### src/rtl/zx_pkg.sv
// Shared definitions for the refresh-slot prefetcher: FSM state type and
// default SDRAM read latency.
package zx_pkg;

  typedef enum logic [1:0] {
    IDLE      = 2'd0,
    WAIT_SLOT = 2'd1,
    READ      = 2'd2,
    DONE      = 2'd3
  } pf_state_t;

  localparam int PF_ACK_DELAY_DEFAULT = 7;

  // Width of the read-latency down-counter; covers ACK_DELAY up to 15.
  localparam int PF_CNT_W = 4;

endpackage

### src/rtl/byte_fifo.sv
// Byte FIFO with combinational head read, flush, and saturating occupancy.
module byte_fifo #(
  parameter int DEPTH = 8
) (
  input  logic                     clk,
  input  logic                     reset,
  input  logic                     push,
  input  logic                     pop,
  input  logic                     flush,
  input  logic [7:0]               din,
  output logic [7:0]               dout,
  output logic                     empty,
  output logic                     full,
  output logic [$clog2(DEPTH):0]   level
);

  localparam int PW = $clog2(DEPTH);
  localparam logic [PW:0] LVL_FULL = (PW + 1)'(DEPTH);

  logic [7:0]    mem [DEPTH];
  logic [PW-1:0] wr_ptr_q, wr_ptr_d;
  logic [PW-1:0] rd_ptr_q, rd_ptr_d;
  logic [PW:0]   level_q, level_d;
  logic          push_ok, pop_ok;

  assign empty = (level_q == '0);
  assign full  = (level_q == LVL_FULL);
  assign level = level_q;
  // Head byte reads as zero while empty so reset and flush present a clean value.
  assign dout  = empty ? 8'h00 : mem[rd_ptr_q];

  // Next-state for pointers and occupancy; flush overrides any push/pop.
  always_comb begin
    push_ok  = push & ~full;
    pop_ok   = pop & ~empty;
    wr_ptr_d = wr_ptr_q;
    rd_ptr_d = rd_ptr_q;
    level_d  = level_q;
    if (flush) begin
      wr_ptr_d = '0;
      rd_ptr_d = '0;
      level_d  = '0;
    end else begin
      if (push_ok) wr_ptr_d = wr_ptr_q + PW'(1);
      if (pop_ok)  rd_ptr_d = rd_ptr_q + PW'(1);
      case ({push_ok, pop_ok})
        2'b10:   level_d = level_q + (PW + 1)'(1);
        2'b01:   level_d = level_q - (PW + 1)'(1);
        default: level_d = level_q;
      endcase
    end
  end

  // Pointer and occupancy registers.
  always_ff @(posedge clk or posedge reset) begin
    if (reset) begin
      wr_ptr_q <= '0;
      rd_ptr_q <= '0;
      level_q  <= '0;
    end else begin
      wr_ptr_q <= wr_ptr_d;
      rd_ptr_q <= rd_ptr_d;
      level_q  <= level_d;
    end
  end

  // Storage array; contents need no reset because occupancy gates the read.
  always_ff @(posedge clk) begin
    if (push_ok && !flush) mem[wr_ptr_q] <= din;
  end

endmodule

### src/rtl/rfsh_prefetch.sv
// Streams bytes from SDRAM into a FIFO, one fetch per CPU refresh slot.
// A fetch survives only if nrfsh stays low until the read data is due.
module rfsh_prefetch
  import zx_pkg::*;
#(
  parameter int AW        = 25,
  parameter int DEPTH     = 8,
  parameter int ACK_DELAY = PF_ACK_DELAY_DEFAULT
) (
  input  logic                    clk,
  input  logic                    reset,
  input  logic                    start,
  input  logic [AW-1:0]           start_addr,
  input  logic [AW-1:0]           length,
  input  logic                    nrfsh,
  output logic                    mem_rd,
  output logic [AW-1:0]           mem_addr,
  input  logic [7:0]              mem_din,
  input  logic                    pop,
  output logic [7:0]              dout,
  output logic                    empty,
  output logic                    full,
  output logic [$clog2(DEPTH):0]  level,
  output logic                    busy,
  output logic                    done
);

  pf_state_t             state_q, state_d;
  logic                  nrfsh_q;
  logic [PF_CNT_W-1:0]   cnt_q, cnt_d;
  logic [AW-1:0]         addr_q, addr_d;
  logic [AW-1:0]         rem_q, rem_d;
  logic                  mem_rd_q, mem_rd_d;
  logic                  busy_q, busy_d;
  logic                  done_q, done_d;
  logic                  slot_edge;
  logic                  fifo_push;
  logic                  fifo_flush;
  logic                  fifo_full;

  assign mem_rd   = mem_rd_q;
  assign mem_addr = addr_q;
  assign busy     = busy_q;
  assign done     = done_q;
  assign full     = fifo_full;

  byte_fifo #(
    .DEPTH (DEPTH)
  ) u_fifo (
    .clk   (clk),
    .reset (reset),
    .push  (fifo_push),
    .pop   (pop),
    .flush (fifo_flush),
    .din   (mem_din),
    .dout  (dout),
    .empty (empty),
    .full  (fifo_full),
    .level (level)
  );

  // Fetch sequencing: start restarts the stream from any state; otherwise
  // a refresh falling edge launches a read that either completes after
  // ACK_DELAY cycles or is abandoned if nrfsh rises first.
  always_comb begin
    slot_edge  = nrfsh_q & ~nrfsh;
    state_d    = state_q;
    cnt_d      = cnt_q;
    addr_d     = addr_q;
    rem_d      = rem_q;
    mem_rd_d   = mem_rd_q;
    fifo_push  = 1'b0;
    fifo_flush = 1'b0;
    if (start) begin
      fifo_flush = 1'b1;
      addr_d     = start_addr;
      rem_d      = length;
      cnt_d      = '0;
      mem_rd_d   = 1'b0;
      state_d    = (length == '0) ? DONE : WAIT_SLOT;
    end else begin
      case (state_q)
        IDLE: state_d = IDLE;
        WAIT_SLOT: begin
          if (slot_edge && !fifo_full && (rem_q != '0)) begin
            state_d = READ;
            cnt_d   = PF_CNT_W'(ACK_DELAY);
          end
        end
        READ: begin
          if (cnt_q == PF_CNT_W'(1)) begin
            fifo_push = 1'b1;
            addr_d    = addr_q + AW'(1);
            rem_d     = rem_q - AW'(1);
            cnt_d     = '0;
            mem_rd_d  = 1'b0;
            state_d   = (rem_q == AW'(1)) ? DONE : WAIT_SLOT;
          end else if (nrfsh) begin
            // Slot closed before data was due: retry the same address later.
            cnt_d    = '0;
            mem_rd_d = 1'b0;
            state_d  = WAIT_SLOT;
          end else begin
            cnt_d    = cnt_q - PF_CNT_W'(1);
            mem_rd_d = 1'b1;
          end
        end
        DONE:    state_d = DONE;
        default: state_d = IDLE;
      endcase
    end
    busy_d = (state_d == WAIT_SLOT) || (state_d == READ);
    done_d = (state_d == DONE);
  end

  // State and registered outputs; reset clears mem_rd without a clock edge.
  always_ff @(posedge clk or posedge reset) begin
    if (reset) begin
      state_q  <= IDLE;
      nrfsh_q  <= 1'b1;
      cnt_q    <= '0;
      addr_q   <= '0;
      rem_q    <= '0;
      mem_rd_q <= 1'b0;
      busy_q   <= 1'b0;
      done_q   <= 1'b0;
    end else begin
      state_q  <= state_d;
      nrfsh_q  <= nrfsh;
      cnt_q    <= cnt_d;
      addr_q   <= addr_d;
      rem_q    <= rem_d;
      mem_rd_q <= mem_rd_d;
      busy_q   <= busy_d;
      done_q   <= done_d;
    end
  end

endmodule

### config.mk
export PLATFORM = sky130hd
export DESIGN_NAME = rfsh_prefetch
export DESIGN_NICKNAME = d
export VERILOG_FILES = /design/src/rtl/zx_pkg.sv /design/src/rtl/byte_fifo.sv /design/src/rtl/rfsh_prefetch.sv
export SDC_FILE = /design/constraint.sdc
export NUM_CORES = 1
export LEC_CHECK = 0
export CAP_MARGIN = 20
export CORE_ASPECT_RATIO = 1.1
export CORE_MARGIN = 8
export CORE_UTILIZATION = 27
export CTS_BUF_LIST = sky130_fd_sc_hd__clkbuf_4 sky130_fd_sc_hd__clkbuf_8
export DETAILED_ROUTE_END_ITERATION = 7
export GPL_TIMING_DRIVEN = 0
export MAX_ROUTING_LAYER = met4
export PLACE_DENSITY = 0.55
export SYNTH_ARGS = -nofsm -noshare
export SYNTH_HDL_FRONTEND = slang
export SYNTH_HIERARCHICAL = 1
export SYNTH_SLANG_ARGS = --single-unit
### constraint.sdc
create_clock -name clk -period 7.4 [get_ports clk]
set_input_delay 1.11 -clock clk [delete_from_list [all_inputs] [get_ports clk]]
set_output_delay 1.11 -clock clk [all_outputs]
set_load 0.02 [all_outputs]
==> flow_metrics.py, run 1 <==
metrics = {
    "synth": {
        "synth_edf_count": 64,
        "yosys_warnings": 6,
        "ys_seq_area_share_pct": 56.64,
        "yosys_most_used_dff": "dfrtp_1",
        "syn_area_per_cell_um2": 11.63,
        "synth_cell_types": 52,
        "synthCells": 558,
        "synth.largest_area_cell": "edfxtp_1",
        "ys_top_cells_by_area": "edfxtp_1, dfrtp_1, mux4_2",
        "ys_ff_latch": 134,
        "syn-num-nets": 631,
        "synth_top_area_share_pct": 29.62,
        "synthArstFlopShare_pct": 52.24,
        "syn_area_mm2": 0.006487,
    },
    "die": {
        "ios": 105,
        "rows": 59,
        "dieArea_mm2": 0.02925,
        "initial_core_util_pct": 27.46,
        "core_area_mm2": 0.02362,
        "die_h_um": 178.6,
        "die_w_um": 163.8,
    },
    "power": {
        "p_comb_share_pct": 25.4,
        "clockPowerShare_pct": 30.3,
        "power_density_mw_per_mm2": 235.6,
        "switching_share_pct": 30.14,
        "leakagePower_nw": 2.867,
        "ir_worst_vdd_mv": 0.1016,
        "p_seq_share_pct": 44.3,
        "internal_power_w": 0.001370,
        "p_sw_w": 0.0005910,
    },
    "timing": {
        "rsz0062_at_grt": "no",
        "slew_headroom_pct": 36.86,
        "maxSlewViolCount": 0,
        "skew_ns": 0.01626,
        "period_share_pct": 60.13,
        "period_needed_ns": 4.450,
        "timing.hold.ws_ns": 0.4944,
        "finalSetupViolCount": 0,
        "final.setup.tns_ns": 0,
        "worst_slew_pin_slew_ns": 0.9436,
        "fmax_mhz": 224.7,
        "hold_violations": 0,
    },
    "critical_path": {
        "path_cells": "clkdlybuf4s50_1, clkbuf_1, clkbuf_1, clkbuf_1, nor2_1, inv_1, nor3_1, nand2b_1, nor2_1",
        "path_max_fanout": 10,
        "cp_data_arrival_time_ns": 4.50,
        "crit_slowest_cell": "nor2_1",
        "cp.buffers_inverters": 5,
        "cp_common_cell": "clkbuf_1",
        "critical-path-max-stage-delay_ns": 0.74,
        "endpoint_kind": "flip-flop",
        "critPathLaunchType": "primary input",
        "critPathKind": "primary input to flip-flop",
        "path_delay_family": "simple AND/OR/NAND/NOR gates",
        "worstPathRequired_ns": 7.45,
    },
    "status": {
        "status": "complete, no violations",
    },
    "clock_network": {
        "clk_path_buf_depth": 2,
        "clkTransAtPathRegs_ns": 0.07,
        "cts_buffers": 17,
        "ctsResizeCount": 0,
        "hold_buffers": 0,
        "clock-sinks": 134,
        "cts-root-buf": "clkbuf_8",
        "htreeDepth": 4,
        "cts_tree": "yes",
        "clock_latency_ns": 0.44,
        "cts_setup_buffers": 0,
    },
    "global_route": {
        "grt-ovfl-total": 0,
        "grt_use_met3_pct": 3.347,
        "antenna_found_initial": 0,
        "top_usage_layer": "met2",
        "grtUsageMet1_pct": 14.82,
        "first_global_vias": 4964,
        "grt_use_met2_pct": 19.25,
        "grt_pass1_wl_um": 26810,
        "grt.total_usage_pct": 12.10,
        "grt_max_degree": 40,
    },
    "routing": {
        "drtIter0Drc": 239,
        "drc": 0,
        "drt_pass1_iterations": 4,
        "via_per_inst": 4.818,
        "wirelength_um": 16880,
        "vias": 4828,
        "post_drt_wl_per_cell_um": 16.85,
        "ant_nets": 0,
    },
    "flow_run": {
        "max_cap_viol_count": 0,
    },
    "layout": {
        "num_antenna_cells": 0,
        "syn_to_final_growth_pct": 28.29,
        "fill_cells": 2408,
        "stdcell_count": 1002,
        "drive_gt1_share_pct": 9.469,
        "layout.nets": 757,
    },
    "place": {
        "dp_cells": 970,
        "gp_congestion": 0.7926,
        "port-buffer-count": 104,
        "hpwl_um": 12440,
    },
    "worst_hold_path": {
        "hp-class": "flip-flop to flip-flop",
    },
}
-- metrics by stage --
stage	instance area, um2	utilization (%)	setup slack, ns	power (W)
2_1_floorplan	6487	-	3.853	0.001175
3_3_place_gp	7910	33.49	1.979	0.001390
3_5_place_dp	7943	33.62	2.333	0.001393
4_1_cts	8323	35.23	2.811	0.001994
5_1_grt	8323	35.23	2.431	0.002065
6_report	8323	35.23	2.950	0.001961
-- cell usage in the layout, fill, tap and decap left out, types with 3 or more instances in the layout --
master / Yosys / final
o31ai_1: 5 / 5
inv_1: 11 / 10
clkinv_1: 1 / 3
nand3_1: 16 / 16
clkdlybuf4s50_1: 0 / 104
and2_1: 4 / 4
nand4_1: 10 / 10
or3_1: 9 / 9
a31oi_1: 9 / 9
and3_1: 3 / 3
a21oi_1: 5 / 5
clkinv_2: 0 / 3
clkinvlp_4: 0 / 3
nor3b_1: 3 / 3
nor3_1: 22 / 22
edfxtp_1: 64 / 64
or4_1: 9 / 9
ha_1: 10 / 10
nor4_1: 21 / 21
nand2_1: 62 / 62
xnor2_1: 31 / 31
mux2_2: 3 / 3
or4b_1: 4 / 4
clkbuf_8: 0 / 17
nor2_1: 42 / 42
buf_2: 3 / 4
and4_1: 3 / 3
mux4_2: 16 / 16
o21ai_0: 42 / 42
mux2i_1: 11 / 11
dfrtp_1: 69 / 69
clkbuf_1: 20 / 20
xor2_1: 15 / 15
nand2b_1: 5 / 5
-- routing by layer --
layer,up-vias,share of wire (%)
li1,2329,-
met5,-,0
met3,14,5.5
met2,116,48
met1,2369,46
met4,0,1.2
-- power by group through the flow --
stage	Clock [W]	Combinational, W	Sequential [W]
after CTS	0.000614	0.000512	0.000868
after floorplan	0	0.000279	0.000897
after global routing	0.000645	0.000544	0.000875
after detailed placement	0	0.000510	0.000883
after global placement	0	0.000508	0.000882
final	0.000595	0.000498	0.000868
-- logic make-up (layout without fill, tap and decap cells) --
family / after synthesis / count (layout) / share of synthesized area, %
XOR/XNOR: 46 / 46 / 6.210
buffers and inverters: 39 / 178 / 2.546
adder cells (fa/ha/maj): 10 / 10 / 1.929
multiplexers: 30 / 30 / 7.773
flip-flops: 134 / 134 / 56.64
AND/OR/NAND/NOR: 220 / 220 / 17.32
AO/OA/AOI/OAI: 79 / 79 / 7.580
-- final timing paths --
path	end	depth (start not counted)	slack (ns)	startpoint
max	u_fifo/mem[4][1]$_DFFE_PP_	9	2.95	start
max reg2reg	u_fifo/mem[4][1]$_DFFE_PP_	10	2.97	cnt_q[1]$_DFFE_PP0P_
min reg2reg	mem_rd$_DFFE_PP0P_	2	0.49	mem_rd$_DFFE_PP0P_
min in group asynchronous	u_fifo/level[1]$_DFFE_PP0P_	2	1.02	reset
min	mem_rd$_DFFE_PP0P_	2	0.49	mem_rd$_DFFE_PP0P_
max in group asynchronous	nrfsh_q$_DFF_PP1_	3	5.68	reset
-- flip-flops by register name, indices dropped and copies added (netlist names) --
register / cells
done: 1
busy: 1
cnt_q: 4
rem_q: 25
u_fifo/level: 4
u_fifo/mem: 64
nrfsh_q: 1
mem_rd: 1
mem_addr: 25
state_q: 2
u_fifo/rd_ptr_q: 3
u_fifo/wr_ptr_q: 3
-- area by class of cell --
cell class | instances | area [um2] | area share [%]
buffer | 26 | 116.4 | 1.398
sequential | 134 | 3675 | 44.15
inverter | 13 | 48.80 | 0.5863
tap | 305 | 381.6 | 4.585
clock buffer | 19 | 249.0 | 2.992
multi-input combinational | 385 | 2648 | 31.81
clock inverter | 13 | 131.4 | 1.578
timing repair buffer | 107 | 1074 | 12.90
-- synth_stat cells, drive strengths merged, types with 3 or more instances --
| cell type | n |
|---|---|
| nor3b | 3 |
| nand2b | 5 |
| nand2 | 62 |
| nand3 | 16 |
| and2 | 4 |
| edfxtp | 64 |
| nand4 | 10 |
| inv | 12 |
| and4 | 3 |
| or4 | 9 |
| and3 | 3 |
| ha | 10 |
| dfrtp | 69 |
| mux2i | 11 |
| o21ai | 42 |
| buf | 6 |
| a21oi | 5 |
| or3 | 10 |
| a31oi | 9 |
| mux2 | 3 |
| nor3 | 22 |
| nor4 | 21 |
| mux4 | 16 |
| xor2 | 15 |
| nor2 | 42 |
| o31ai | 5 |
| xnor2 | 31 |
| or4b | 5 |
| clkbuf | 20 |
-- tightest hold or removal path: cells and delay by family, from the launching register on --
kind             cells  cell delay [ns]
DFF                  1             0.35
and+or+nand+nor      2             0.11
(Power assumes the default switching activity.)
==> run 2, diff against run 1 <==
==> constraint.sdc (replaced) <==
create_clock -name clk -period 4.6 [get_ports clk]
set_input_delay 0.69 -clock clk [delete_from_list [all_inputs] [get_ports clk]]
set_output_delay 0.69 -clock clk [all_outputs]
set_load 0.02 [all_outputs]
==> run 2 against run 1 <==
Net effect:
- final area is 0.12% higher
- register-to-register slack got worse by 2.4 ns
- sequential share of layout area down 0.053 points
- non-clock buffer count stayed put
- global-route usage is the same
- combinational power up 61%
- die area did not move
- clock skew grew 0.0039 ns
- critical endpoint is now u_fifo/mem[5][4]$_DFFE_PP_
- largest cell class unchanged
- first-iteration DRC count is 12% higher
- critical path depth up 1
- total power up 61%
==> flow_metrics.py, run 2 (synthesis results as in run 1) <==
metrics = {
    "layout": {
        "largest_reg_flops": 64,
        "final_core_util_pct": 35.28,
        "final_cell_mix": "clkdlybuf4s50_1, dfrtp_1, edfxtp_1",
        "final_common_cell": "clkdlybuf4s50_1",
        "drive_gt1_share_pct": 9.900,
        "layout.nets": 757,
        "postLayoutCellArea_mm2": 0.008333,
        "largest_register": "u_fifo/mem",
        "num_antenna_cells": 0,
        "syn_to_final_growth_pct": 28.45,
    },
    "clock_network": {
        "clock_latency_ns": 0.44,
        "clkTransAtPathRegs_ns": 0.07,
        "cts_tree": "yes",
        "cts_buffers": 17,
        "ctsResizeCount": 0,
        "clk_path_buf_depth": 2,
        "cts-root-buf": "clkbuf_8",
        "hold_buffers": 0,
        "cts_setup_buffers": 0,
        "htreeDepth": 4,
        "clock-sinks": 134,
    },
    "die": {
        "ios": 105,
        "initial_core_util_pct": 27.46,
        "rows": 59,
        "dieArea_mm2": 0.02925,
        "die_h_um": 178.6,
        "die_w_um": 163.8,
        "core_area_mm2": 0.02362,
    },
    "critical_path": {
        "cp_data_arrival_time_ns": 4.10,
        "critPathKind": "flip-flop to flip-flop",
        "endpoint_kind": "flip-flop",
        "r2r-end": "u_fifo/mem[5][4]$_DFFE_PP_",
        "worstPathRequired_ns": 4.66,
        "r2r_slack_ns": 0.55,
        "reg2reg_depth": 10,
        "rr_startpoint": "cnt_q[1]$_DFFE_PP0P_",
        "critPathLaunchType": "flip-flop",
        "path_max_fanout": 10,
    },
    "routing": {
        "drt_pass1_iterations": 4,
        "via_per_inst": 4.815,
        "ant_nets": 0,
        "vias": 4825,
        "drtIter0Drc": 268,
        "drc": 0,
        "wirelength_um": 16840,
        "post_drt_wl_per_cell_um": 16.81,
    },
    "global_route": {
        "grt-ovfl-total": 0,
        "first_global_vias": 4964,
        "grt.total_usage_pct": 12.10,
        "grt_max_degree": 40,
        "antenna_found_initial": 0,
        "grt_pass1_wl_um": 26810,
    },
    "place": {
        "port-buffer-count": 104,
        "place_ws_ns": -0.04730,
        "gp_congestion": 0.7926,
        "dpl_cell_area_mm2": 0.007943,
        "hpwl_um": 12440,
    },
    "timing": {
        "timing.hold.ws_ns": 0.4946,
        "maxSlewViolCount": 0,
        "fmax_mhz": 247.0,
        "skew_ns": 0.02015,
        "hold_violations": 0,
        "finalSetupViolCount": 0,
        "worst_slew_pin_slew_ns": 0.8262,
        "setup_ws_ns": 0.5512,
        "slew_headroom_pct": 44.72,
        "period_needed_ns": 4.049,
        "period_share_pct": 88.02,
        "rsz0062_at_grt": "no",
    },
    "power": {
        "leakagePower_nw": 2.869,
        "power_density_mw_per_mm2": 378.7,
        "ir_worst_vdd_mv": 0.1641,
    },
    "worst_hold_path": {
        "hold_path_startpoint": "mem_rd$_DFFE_PP0P_",
        "hp-class": "flip-flop to flip-flop",
        "hold_path_depth": 2,
        "hold_end": "mem_rd$_DFFE_PP0P_",
    },
    "flow_run": {
        "max_cap_viol_count": 0,
    },
    "status": {
        "status": "complete, no violations",
    },
}
## run 2: cell types whose count changed in the layout (fill, tap and decap cells not counted)
cell	previous run	this run
nor3b_2	0	1
nor2_1	42	40
nor3b_1	3	2
nor2_2	0	2
## run 2: per-layer routing
metal	global-route usage (%)	wire, um	up-vias
met5	-	0	-
met4	3.525	202	0
met3	3.347	849	14
met2	19.25	7964	106
met1	14.82	7827	2377
li1	-	-	2328
## run 2: worst max-delay path by stage
stage / startpoint / end / cells past startpoint
CTS: cnt_q[1]$_DFFE_PP0P_ / u_fifo/mem[4][1]$_DFFE_PP_ / 10
finish: cnt_q[1]$_DFFE_PP0P_ / u_fifo/mem[5][4]$_DFFE_PP_ / 10
detailed placement: start / u_fifo/mem[4][2]$_DFFE_PP_ / 9
global placement: start / u_fifo/mem[1][2]$_DFFE_PP_ / 9
global route: cnt_q[1]$_DFFE_PP0P_ / u_fifo/mem[5][6]$_DFFE_PP_ / 10
floorplan: cnt_q[1]$_DFFE_PP0P_ / u_fifo/mem[0][0]$_DFFE_PP_ / 10
## run 2: area by class of cell
class                           count  area, um2
Buffer                             26      116.4
Multi-Input combinational cell    385       2658
Clock inverter                     13      131.4
Fill cell                        2409      15290
Clock buffer                       19      249.0
Tap cell                          305      381.6
Inverter                           13      48.80
Sequential cell                   134       3675
Timing Repair Buffer              107       1074
## run 2: power by group
group | total (W) | internal (W) | switching (W) | leakage, nW
Sequential | 0.00140 | 0.00132 | 0.0000772 | 1.44
Combinational | 0.000801 | 0.000394 | 0.000407 | 1.24
Clock | 0.000958 | 0.000490 | 0.000467 | 0.188
Total | 0.00316 | 0.00220 | 0.000952 | 2.87
## run 2: worst max-delay path, cell delays in order (launching register included)
cell	delay (ns)
dfrtp_1	0.42
inv_1	0.09
ha_1	0.13
nor3b_2	0.44
clkbuf_1	0.46
nand2_1	0.26
nor2_1	0.48
inv_1	0.23
nor3_1	0.31
nand2_1	0.18
nor2_1	0.67
## run 2: metrics by stage
step	setup TNS (ns)	total power, W	instances
floorplan	0	0.001891	558
CTS	0	0.003208	1002
global placement	-5.827	0.002236	967
global route	0	0.003322	1002
detailed placement	-0.3725	0.002241	970
finish	0	0.003155	1002
